File: src/rtl/irrigation_pkg.sv
// Shared definitions for the irrigation scheduler: controller state encoding
// and default moisture thresholds / reading width.
package irrigation_pkg;

  localparam int DEF_MOIST_W    = 4;
  localparam int DEF_DRY_THRESH = 5;
  localparam int DEF_WET_THRESH = 13;

  typedef enum logic [2:0] {
    ST_IDLE,
    ST_OPEN,
    ST_WATER,
    ST_CLOSE,
    ST_COOL
  } state_t;

endpackage

File: src/rtl/rr_arbiter.sv
// Combinational round-robin arbiter.
// Ports:
//   req   - per-zone request vector
//   ptr   - index with highest priority this cycle
//   grant - first requesting index at or after ptr (wrapping)
//   valid - at least one request present
module rr_arbiter #(
  parameter int N  = 4,
  parameter int IW = 2
) (
  input  logic [N-1:0]  req,
  input  logic [IW-1:0] ptr,
  output logic [IW-1:0] grant,
  output logic          valid
);

  logic [IW-1:0] idx;

  // Walk from the farthest offset back to ptr so the nearest requester is
  // the last one written and therefore wins.
  always_comb begin
    grant = '0;
    valid = 1'b0;
    idx   = '0;
    for (int k = N - 1; k >= 0; k--) begin
      idx = IW'((int'(ptr) + k) % N);
      if (req[idx]) begin
        grant = idx;
        valid = 1'b1;
      end
    end
  end

endmodule

File: src/rtl/irrigation_scheduler.sv
// Shares one pump between NUM_ZONES valves. Grants one dry zone at a time
// (round-robin), then sequences valve open, settle, pump run, pump off,
// valve close and cooldown. Zones that hit the run-time limit are locked
// out until clear_fault.
// Ports:
//   clk, reset     - clock, async active-low reset
//   start          - watering permitted (level)
//   moisture       - packed per-zone readings, zone i at [i*MOIST_W +: MOIST_W]
//   zone_enable    - per-zone enable mask
//   clear_fault    - pulse, clears all lockout bits
//   pump, valve    - actuator drives (valve one-hot or zero)
//   active_zone    - index of the granted zone
//   busy           - controller not idle
//   timeout_pulse  - one cycle when a grant hits MAX_ON
//   lockout        - sticky per-zone timeout faults
//
// state | meaning
// IDLE  | waiting for start and a dry, enabled, unlocked zone
// OPEN  | valve open, letting line pressure settle
// WATER | pump running, checking abort / timeout / wet
// CLOSE | pump off, valve still open
// COOL  | everything off before the next grant
module irrigation_scheduler
  import irrigation_pkg::*;
#(
  parameter int NUM_ZONES    = 4,
  parameter int MOIST_W      = DEF_MOIST_W,
  parameter int DRY_THRESH   = DEF_DRY_THRESH,
  parameter int WET_THRESH   = DEF_WET_THRESH,
  parameter int VALVE_SETTLE = 2,
  parameter int MIN_ON       = 8,
  parameter int MAX_ON       = 32,
  parameter int COOLDOWN     = 4
) (
  input  logic                           clk,
  input  logic                           reset,
  input  logic                           start,
  input  logic [NUM_ZONES*MOIST_W-1:0]   moisture,
  input  logic [NUM_ZONES-1:0]           zone_enable,
  input  logic                           clear_fault,
  output logic                           pump,
  output logic [NUM_ZONES-1:0]           valve,
  output logic [$clog2(NUM_ZONES)-1:0]   active_zone,
  output logic                           busy,
  output logic                           timeout_pulse,
  output logic [NUM_ZONES-1:0]           lockout
);

  localparam int ZW = $clog2(NUM_ZONES);
  localparam int CW = $clog2(MAX_ON + 1);

  localparam logic [CW-1:0]      SETTLE_TC = CW'(VALVE_SETTLE - 1);
  localparam logic [CW-1:0]      MIN_TC    = CW'(MIN_ON - 1);
  localparam logic [CW-1:0]      MAX_TC    = CW'(MAX_ON - 1);
  localparam logic [CW-1:0]      COOL_TC   = CW'(COOLDOWN - 1);
  localparam logic [MOIST_W-1:0] DRY_LVL   = MOIST_W'(DRY_THRESH);
  localparam logic [MOIST_W-1:0] WET_LVL   = MOIST_W'(WET_THRESH);

  state_t                 state, state_nxt;
  logic [CW-1:0]          cnt, cnt_nxt, cnt_inc;
  logic [ZW-1:0]          ptr, ptr_nxt, zone_nxt;
  logic [ZW-1:0]          arb_grant;
  logic                   arb_valid;
  logic [NUM_ZONES-1:0]   req, lockout_nxt, valve_nxt;
  logic [MOIST_W-1:0]     moist [NUM_ZONES];
  logic                   abort, tmo;

  always_comb begin
    for (int i = 0; i < NUM_ZONES; i++) begin
      moist[i] = moisture[i*MOIST_W +: MOIST_W];
      req[i]   = zone_enable[i] & ~lockout[i] & (moist[i] < DRY_LVL);
    end
  end

  rr_arbiter #(
    .N  (NUM_ZONES),
    .IW (ZW)
  ) u_arb (
    .req   (req),
    .ptr   (ptr),
    .grant (arb_grant),
    .valid (arb_valid)
  );

  always_comb begin
    state_nxt = state;
    cnt_nxt   = cnt;
    zone_nxt  = active_zone;
    ptr_nxt   = ptr;
    tmo       = 1'b0;
    abort     = ~start | ~zone_enable[active_zone];
    cnt_inc   = (cnt == '1) ? cnt : cnt + 1'b1;

    case (state)
      ST_IDLE: begin
        if (start && arb_valid) begin
          state_nxt = ST_OPEN;
          cnt_nxt   = '0;
          zone_nxt  = arb_grant;
          ptr_nxt   = (arb_grant == ZW'(NUM_ZONES - 1)) ? '0 : arb_grant + 1'b1;
        end
      end
      ST_OPEN: begin
        if (abort) begin
          state_nxt = ST_CLOSE;
        end else if (cnt == SETTLE_TC) begin
          state_nxt = ST_WATER;
          cnt_nxt   = '0;
        end else begin
          cnt_nxt = cnt_inc;
        end
      end
      ST_WATER: begin
        // Priority: abort, then timeout, then wet-after-minimum.
        if (abort) begin
          state_nxt = ST_CLOSE;
        end else if (cnt == MAX_TC) begin
          state_nxt = ST_CLOSE;
          tmo       = 1'b1;
        end else if (moist[active_zone] >= WET_LVL && cnt >= MIN_TC) begin
          state_nxt = ST_CLOSE;
        end else begin
          cnt_nxt = cnt_inc;
        end
      end
      ST_CLOSE: begin
        state_nxt = ST_COOL;
        cnt_nxt   = '0;
      end
      ST_COOL: begin
        if (cnt == COOL_TC) state_nxt = ST_IDLE;
        else                cnt_nxt   = cnt_inc;
      end
      default: state_nxt = ST_IDLE;
    endcase

    // A timeout on the same edge as clear_fault keeps its bit set.
    lockout_nxt = clear_fault ? '0 : lockout;
    if (tmo) lockout_nxt[active_zone] = 1'b1;

    valve_nxt = '0;
    if (state_nxt == ST_OPEN || state_nxt == ST_WATER || state_nxt == ST_CLOSE)
      valve_nxt[zone_nxt] = 1'b1;
  end

  // Outputs are decoded from the next state so they are registered yet
  // line up with the state they describe.
  always_ff @(posedge clk or negedge reset) begin
    if (!reset) begin
      state         <= ST_IDLE;
      cnt           <= '0;
      ptr           <= '0;
      active_zone   <= '0;
      lockout       <= '0;
      pump          <= 1'b0;
      valve         <= '0;
      busy          <= 1'b0;
      timeout_pulse <= 1'b0;
    end else begin
      state         <= state_nxt;
      cnt           <= cnt_nxt;
      ptr           <= ptr_nxt;
      active_zone   <= zone_nxt;
      lockout       <= lockout_nxt;
      pump          <= (state_nxt == ST_WATER);
      valve         <= valve_nxt;
      busy          <= (state_nxt != ST_IDLE);
      timeout_pulse <= tmo;
    end
  end

endmodule

File: config.mk
export PLATFORM = sky130hd
export DESIGN_NAME = irrigation_scheduler
export DESIGN_NICKNAME = d
export VERILOG_FILES = /design/src/rtl/irrigation_pkg.sv /design/src/rtl/rr_arbiter.sv /design/src/rtl/irrigation_scheduler.sv
export SDC_FILE = /design/constraint.sdc
export NUM_CORES = 1
export LEC_CHECK = 0
export ABC_CLOCK_PERIOD_IN_PS = 2100
export BUFFER_PORTS_ARGS = -buffer_cell sky130_fd_sc_hd__buf_2
export CORE_UTILIZATION = 35
export CTS_BUF_LIST = sky130_fd_sc_hd__clkbuf_4 sky130_fd_sc_hd__clkbuf_8
export DETAILED_ROUTE_END_ITERATION = 10
export SLEW_MARGIN = 20
export SYNTH_ARGS = -nofsm -noshare
export SYNTH_HDL_FRONTEND = slang
export SYNTH_HIERARCHICAL = 1
export SYNTH_SLANG_ARGS = --single-unit
File: constraint.sdc
create_clock -name clk -period 2.1 [get_ports clk]
set_clock_uncertainty 0.05 [all_clocks]
set_input_delay 0.63 -clock clk [delete_from_list [all_inputs] [get_ports clk]]
set_output_delay 0.63 -clock clk [all_outputs]
set_load 0.01 [all_outputs]
## After elaboration in Yosys (flattened, before gate mapping)

Cells that the tools add are included.

| word-level totals | value |
|---|---|
| flip-flop bits (word level) | 24 |
| input bits | 24 |
| output and inout bits | 13 |
| logic and storage cells | 126 |

| operators by class | value |
|---|---|
| add/subtract/negate cells | 5 |
| magnitude comparators | 15 |
| equal/unequal tests | 18 |
| multiplexer cells | 51 |
| bitwise gates (word level) | 17 |
| reductions and logical operators | 11 |

Operators by type and width:

| kind | count |
|---|---|
| two-way mux 6 bit | 8 |
| one-hot mux 6 bit (5 select lines) | 1 |
| two-way mux 3 bit | 7 |
| two-way mux 4 bit | 5 |
| less-than comparator 2 x 3 -> 1 bit, second input constant | 6 |
| less-than comparator 4 x 3 -> 1 bit, second input constant | 4 |
| one-hot mux 3 bit (5 select lines) | 1 |
| two-way mux 1 bit | 14 |
| two-way mux 2 bit | 7 |
| == test 3 x 2 -> 1 bit, second input constant | 4 |
| != test 2 bit, second input constant | 6 |
| binary-select mux 1 bit (select 2 bit) | 5 |
| bitwise AND 1 bit | 8 |
| binary-select mux 4 bit (select 2 bit) | 1 |
| AND reduction 7 bit | 1 |
| adder 6 x 1 -> 6 bit, second input constant | 1 |
| == test 3 x 1 -> 1 bit, second input constant | 2 |
| == test 6 x 1 -> 1 bit, second input constant | 1 |
| == test 6 x 2 -> 1 bit, second input constant | 1 |
| == test 6 x 5 -> 1 bit, second input constant | 1 |
| == test 6 bit, second input constant | 1 |
| greater-or-equal comparator 6 x 3 -> 1 bit, second input constant | 1 |
| inverter 1 bit | 6 |
| nonzero test 5 bit | 1 |
| 16 further kinds | 24 |

## Longest topological paths before layout

| depth | value |
|---|---|
| word-level depth | 17 |
| gate-level depth with buffers | 11 |
| depth with buffers taken out | 9 |

## Modules after synthesis

Netlist, hierarchy kept.

Modules (own cells, without submodules):

| module | times used | cells each | area an instance (µm²) |
|---|---|---|---|
| irrigation_scheduler | 1 | 140 | 1375.1 |
| rr_arbiter | 1 | 13 | 77.6 |

## Least setup slack after synthesis

No wires, ideal clock.

| timing | value |
|---|---|
| path kind | input to register |
| start point | input port moisture[13] |
| end point | register cnt[0] |
| library setup time | 0.122 ns |
| data arrival time | 1.994 ns |
| data required time | 1.928 ns |
| path slack | -0.066 ns |
| stages | 11 |
| cell sequence | o21ai_0 > and3_1 > nor2_1 > nand2_1 > nand2_1 > a21oi_1 > or2_1 > buf_6 > and3_4 > buf_6 > a32o_1 |

| on the way | value |
|---|---|
| word-level cells in the longest chain between the ends | 11 |
| elaborated cells between the ends (all ways) | 23 |
| those cells by class | order compare (2); eq/ne (2); mux (15); bitwise (1); reduce/logical (3) |

Ends and longest elaborated chain:

| what | RTL line | source |
|---|---|---|
| start: declaration | irrigation_scheduler.sv:38 | `input logic [NUM_ZONES*MOIST_W-1:0] moisture,` |
| less-than comparator 4 x 3 -> 1 bit (*) | irrigation_scheduler.sv:71 | `req[i] = zone_enable[i] & ~lockout[i] & (moist[i] < DRY_LVL);` |
| bitwise AND 1 bit (*) | irrigation_scheduler.sv:71 |  |
| via req[3] | irrigation_scheduler.sv:64 | `logic [NUM_ZONES-1:0] req, lockout_nxt, valve_nxt;` |
| binary-select mux 1 bit (select 2 bit) | rr_arbiter.sv:27 | `if (req[idx]) begin` |
| two-way mux 1 bit (implied by the code) | rr_arbiter.sv:27 |  |
| two-way mux 1 bit (3 in a row) | rr_arbiter.sv:27 |  |
| two-way mux 1 bit (*) | rr_arbiter.sv:27 |  |
| via arb_valid | irrigation_scheduler.sv:63 | `logic arb_valid;` |
| logical AND 1 bit (*) | irrigation_scheduler.sv:96 | `if (start && arb_valid) begin` |
| != test 2 bit (no source line) (*) | - |  |
| AND reduction 7 bit (no source line) (*) | - |  |
| end signal: assignment | irrigation_scheduler.sv:161 | `cnt <= cnt_nxt;` |
| end: declaration | irrigation_scheduler.sv:60 | `logic [CW-1:0] cnt, cnt_nxt, cnt_inc;` |

Mark *: on every way through the listed nets, which the timed path passes. The rest lies on a longest branch. The select of a mux whose other input is x is not followed.
A chain may end at the register's enable or synchronous reset.

## Worst setup path after layout

| timing | value |
|---|---|
| start point | input port moisture[11] |
| end point | register cnt[5] |

Same word-level chain as after synthesis.

==> flow_metrics.py <==
metrics = {
    "cells_and_area": {
        "drive_gt1_frac": 0.378,
        "antenna_cells": 0,
        "fin_nets": 245,
        "final_area_sq_um": 1970,
        "final_common_cell": "buf_2",
        "num-fill-cells": 371,
        "area_growth_pct": 35.4,
        "most-common-layout-cells": "buf_2 (36), buf_4 (28), dfrtp_1 (24)",
        "layout.cells.non_filler": 267,
    },
    "min_path": {
        "hp-class": "input pin to async pin",
    },
    "yosys": {
        "syn_area_sq_um": 1450,
        "ys_warn_count": 6,
        "synth-main-ff-cell": "dfrtp_1",
        "async_flop_share": 1.00,
        "ys_seq_area_frac": 0.413,
        "synth_fp_nets": 180,
        "avgSynthCellArea_sq_um": 9.49,
        "synth-seq-cells": 24,
        "syn-instance-count": 153,
        "synth_edf_count": 0,
        "synth_cell_type_count": 38,
    },
    "routing": {
        "drt_iter0_drc": 94,
        "ant_nets": 0,
        "avgRoutedWirePerCell_microns": 13.4,
        "drc_errors": 0,
        "via_count": 1415,
        "dr.pass1.iters": 4,
        "viasPerCell": 5.30,
        "totalWireLength_microns": 3590,
    },
    "global_routing": {
        "grt_max_degree": 25,
        "grt_usage": 0.186,
        "grt_antenna_before_repair": 0,
        "overflow": 0,
        "grt_pass1_vias": 1402,
        "grt_pass1_wl_microns": 6250,
    },
    "setup_path": {
        "worst-path-buf-inv": 2,
        "r2r_end": "ptr[1]",
        "worstPathArrival_ns": 2.05,
        "r2r_slack_ns": 0.20,
        "worstSetupPathType": "input pin to flip-flop",
        "ff2ff_path_depth": 7,
        "cp_max_fo": 4,
        "critical_path_required_ns": 2.20,
        "cp_top_family": "simple AND/OR/NAND/NOR gates",
        "worstPathCellList": "buf_2, nor2_1, and3_1, nor2_1, nand2_1, nand2_1, a21oi_1, or2_1, buf_4, a41oi_1, a21oi_1",
        "max_stage_delay_ns": 0.26,
        "crit_path_end_kind": "flip-flop",
        "cp_slowest_cell": "or2_1",
        "r2r-start": "lockout[1]",
        "worst_setup_path_start_kind": "input pin",
    },
    "place": {
        "placed_cells": 262,
        "pre_cts_slack_ns": -0.138,
        "place_area_sq_um": 1870,
        "gp_congestion": 0.840,
        "dp_hpwl_microns": 2890,
        "port_buffers": 36,
    },
    "floorplanning": {
        "initial_core_util": 0.363,
        "core_area_sq_um": 4000,
        "rows": 23,
        "num_io_pins": 37,
        "fp.dieW_microns": 66.4,
        "die_h_microns": 66.4,
        "die-area_sq_um": 4410,
    },
    "run": {
        "max-cap-violations": 0,
    },
    "power": {
        "p_per_area_nw_per_um2": 1140,
        "fin_total_pwr_mw": 2.24,
        "p_leak_nw": 0.982,
        "ir_drop_mv": 0.518,
    },
    "sta": {
        "hold_viol": 0,
        "min_period_ns": 1.95,
        "setup_viol": 0,
        "slew_viol_final": 0,
        "setup_ws_ns": 0.148,
        "max_slew.worst_pin.slew_ns": 0.623,
        "tns_ns": 0,
        "max_slew_margin": 0.580,
        "rsz0062_at_grt": "no",
        "clock.fmax_ghz": 0.512,
        "finalCritPeriodShare": 0.930,
    },
    "clock_network": {
        "cts_tree": "yes",
        "clkSlewWorstSetupHoldPaths_ns": 0.09,
        "cts-root-buf": "clkbuf_8",
        "insertion_delay_ns": 0.27,
        "numCtsBuffers": 3,
        "clock_sinks": 24,
        "clockBufferDepth": 2,
        "htreeDepth": 1,
    },
    "run_status": {
        "status": "completed",
    },
}
worst reg2reg max path: cells and delay by family (launching register included):
family                     cells  cell delay, ns
DFF                            1            0.39
muxes                          1            0.25
adders and majority gates      1            0.26
AOI/OAI and AO/OA              1            0.10
and+or+nand+nor                4            0.75
registers in the layout, summed over array words and instances (netlist names):
| name | count |
|---|---|
| active_zone | 2 |
| pump | 1 |
| state | 3 |
| busy | 1 |
| ptr | 2 |
| lockout | 4 |
| timeout_pulse | 1 |
| valve | 4 |
| cnt | 6 |
synth_stat cells (all sizes together) (4+ instances only):
| cell | number | area, sq um |
|---|---|---|
| nor2 | 16 | 60.1 |
| o21ai | 12 | 60.1 |
| nand4 | 4 | 25.0 |
| a21oi | 11 | 55.1 |
| a41oi | 4 | 35.0 |
| nand2 | 15 | 56.3 |
| buf | 5 | 43.8 |
| and3 | 9 | 62.6 |
| nand2b | 5 | 31.3 |
| a211oi | 4 | 35.0 |
| inv | 8 | 30.0 |
| dfrtp | 24 | 601 |
worst max path at each step:
stage                 startpoint          to  cells after the start
floorplan            moisture[1]      cnt[0]                     11
global placement    moisture[13]      ptr[1]                      7
detailed placement  moisture[13]    valve[2]                      9
CTS                       cnt[0]  lockout[1]                      6
global route         moisture[9]      cnt[2]                     11
finish              moisture[11]      cnt[5]                     11
metal layers:
layer / GRT usage / wire [microns] / vias to the layer above
met5: 0 / 0 / -
met4: 0.0559 / 18 / 0
met2: 0.320 / 1810 / 49
met3: 0.0224 / 157 / 2
met1: 0.241 / 1600 / 676
li1: - / - / 688
repair_timing:
item / CTS / global route
hold buffers: 0 / 0
hold endpoints to repair: 0 / 0
buffers inserted: 0 / 1
gates resized for setup: 0 / 4
endpoints found under the setup margin: 0 / 14
where the power goes:
part	leakage [nW]	switching [mW]	internal, mW
Clock	0.0357	0.151	0.255
Sequential	0.319	0.150	0.582
Combinational	0.627	0.525	0.577
Total	0.982	0.825	1.41
stage by stage:
step / util / hold slack, ns
2_1_floorplan: - / 0.284
3_3_place_gp: 0.469 / 0.447
3_5_place_dp: 0.469 / 0.452
4_1_cts: 0.486 / 0.302
5_1_grt: 0.492 / 0.324
6_report: 0.492 / 0.278
layout make-up:
cell class | count | area [sq um] | share of cell area
flip-flops and latches | 24 | 601 | 0.305
inverters | 8 | 30.0 | 0.0153
well taps | 50 | 62.6 | 0.0318
multi-input cells | 116 | 792 | 0.403
clock buffers | 3 | 41.3 | 0.0210
clock inverters | 1 | 30.0 | 0.0153
repair buffers | 65 | 410 | 0.209
cell families (layout without fill, tap and decap cells):
family | after synthesis | after routing | synth area share
multiplexers | 6 | 6 | 0.0620
flip-flops | 24 | 24 | 0.413
buffers and inverters | 13 | 77 | 0.0508
XOR/XNOR | 1 | 1 | 0.00603
AO/OA/AOI/OAI | 41 | 41 | 0.194
AND/OR/NAND/NOR | 65 | 65 | 0.248
adder cells (fa/ha/maj) | 3 | 3 | 0.0258
(Power assumes the default switching activity.)
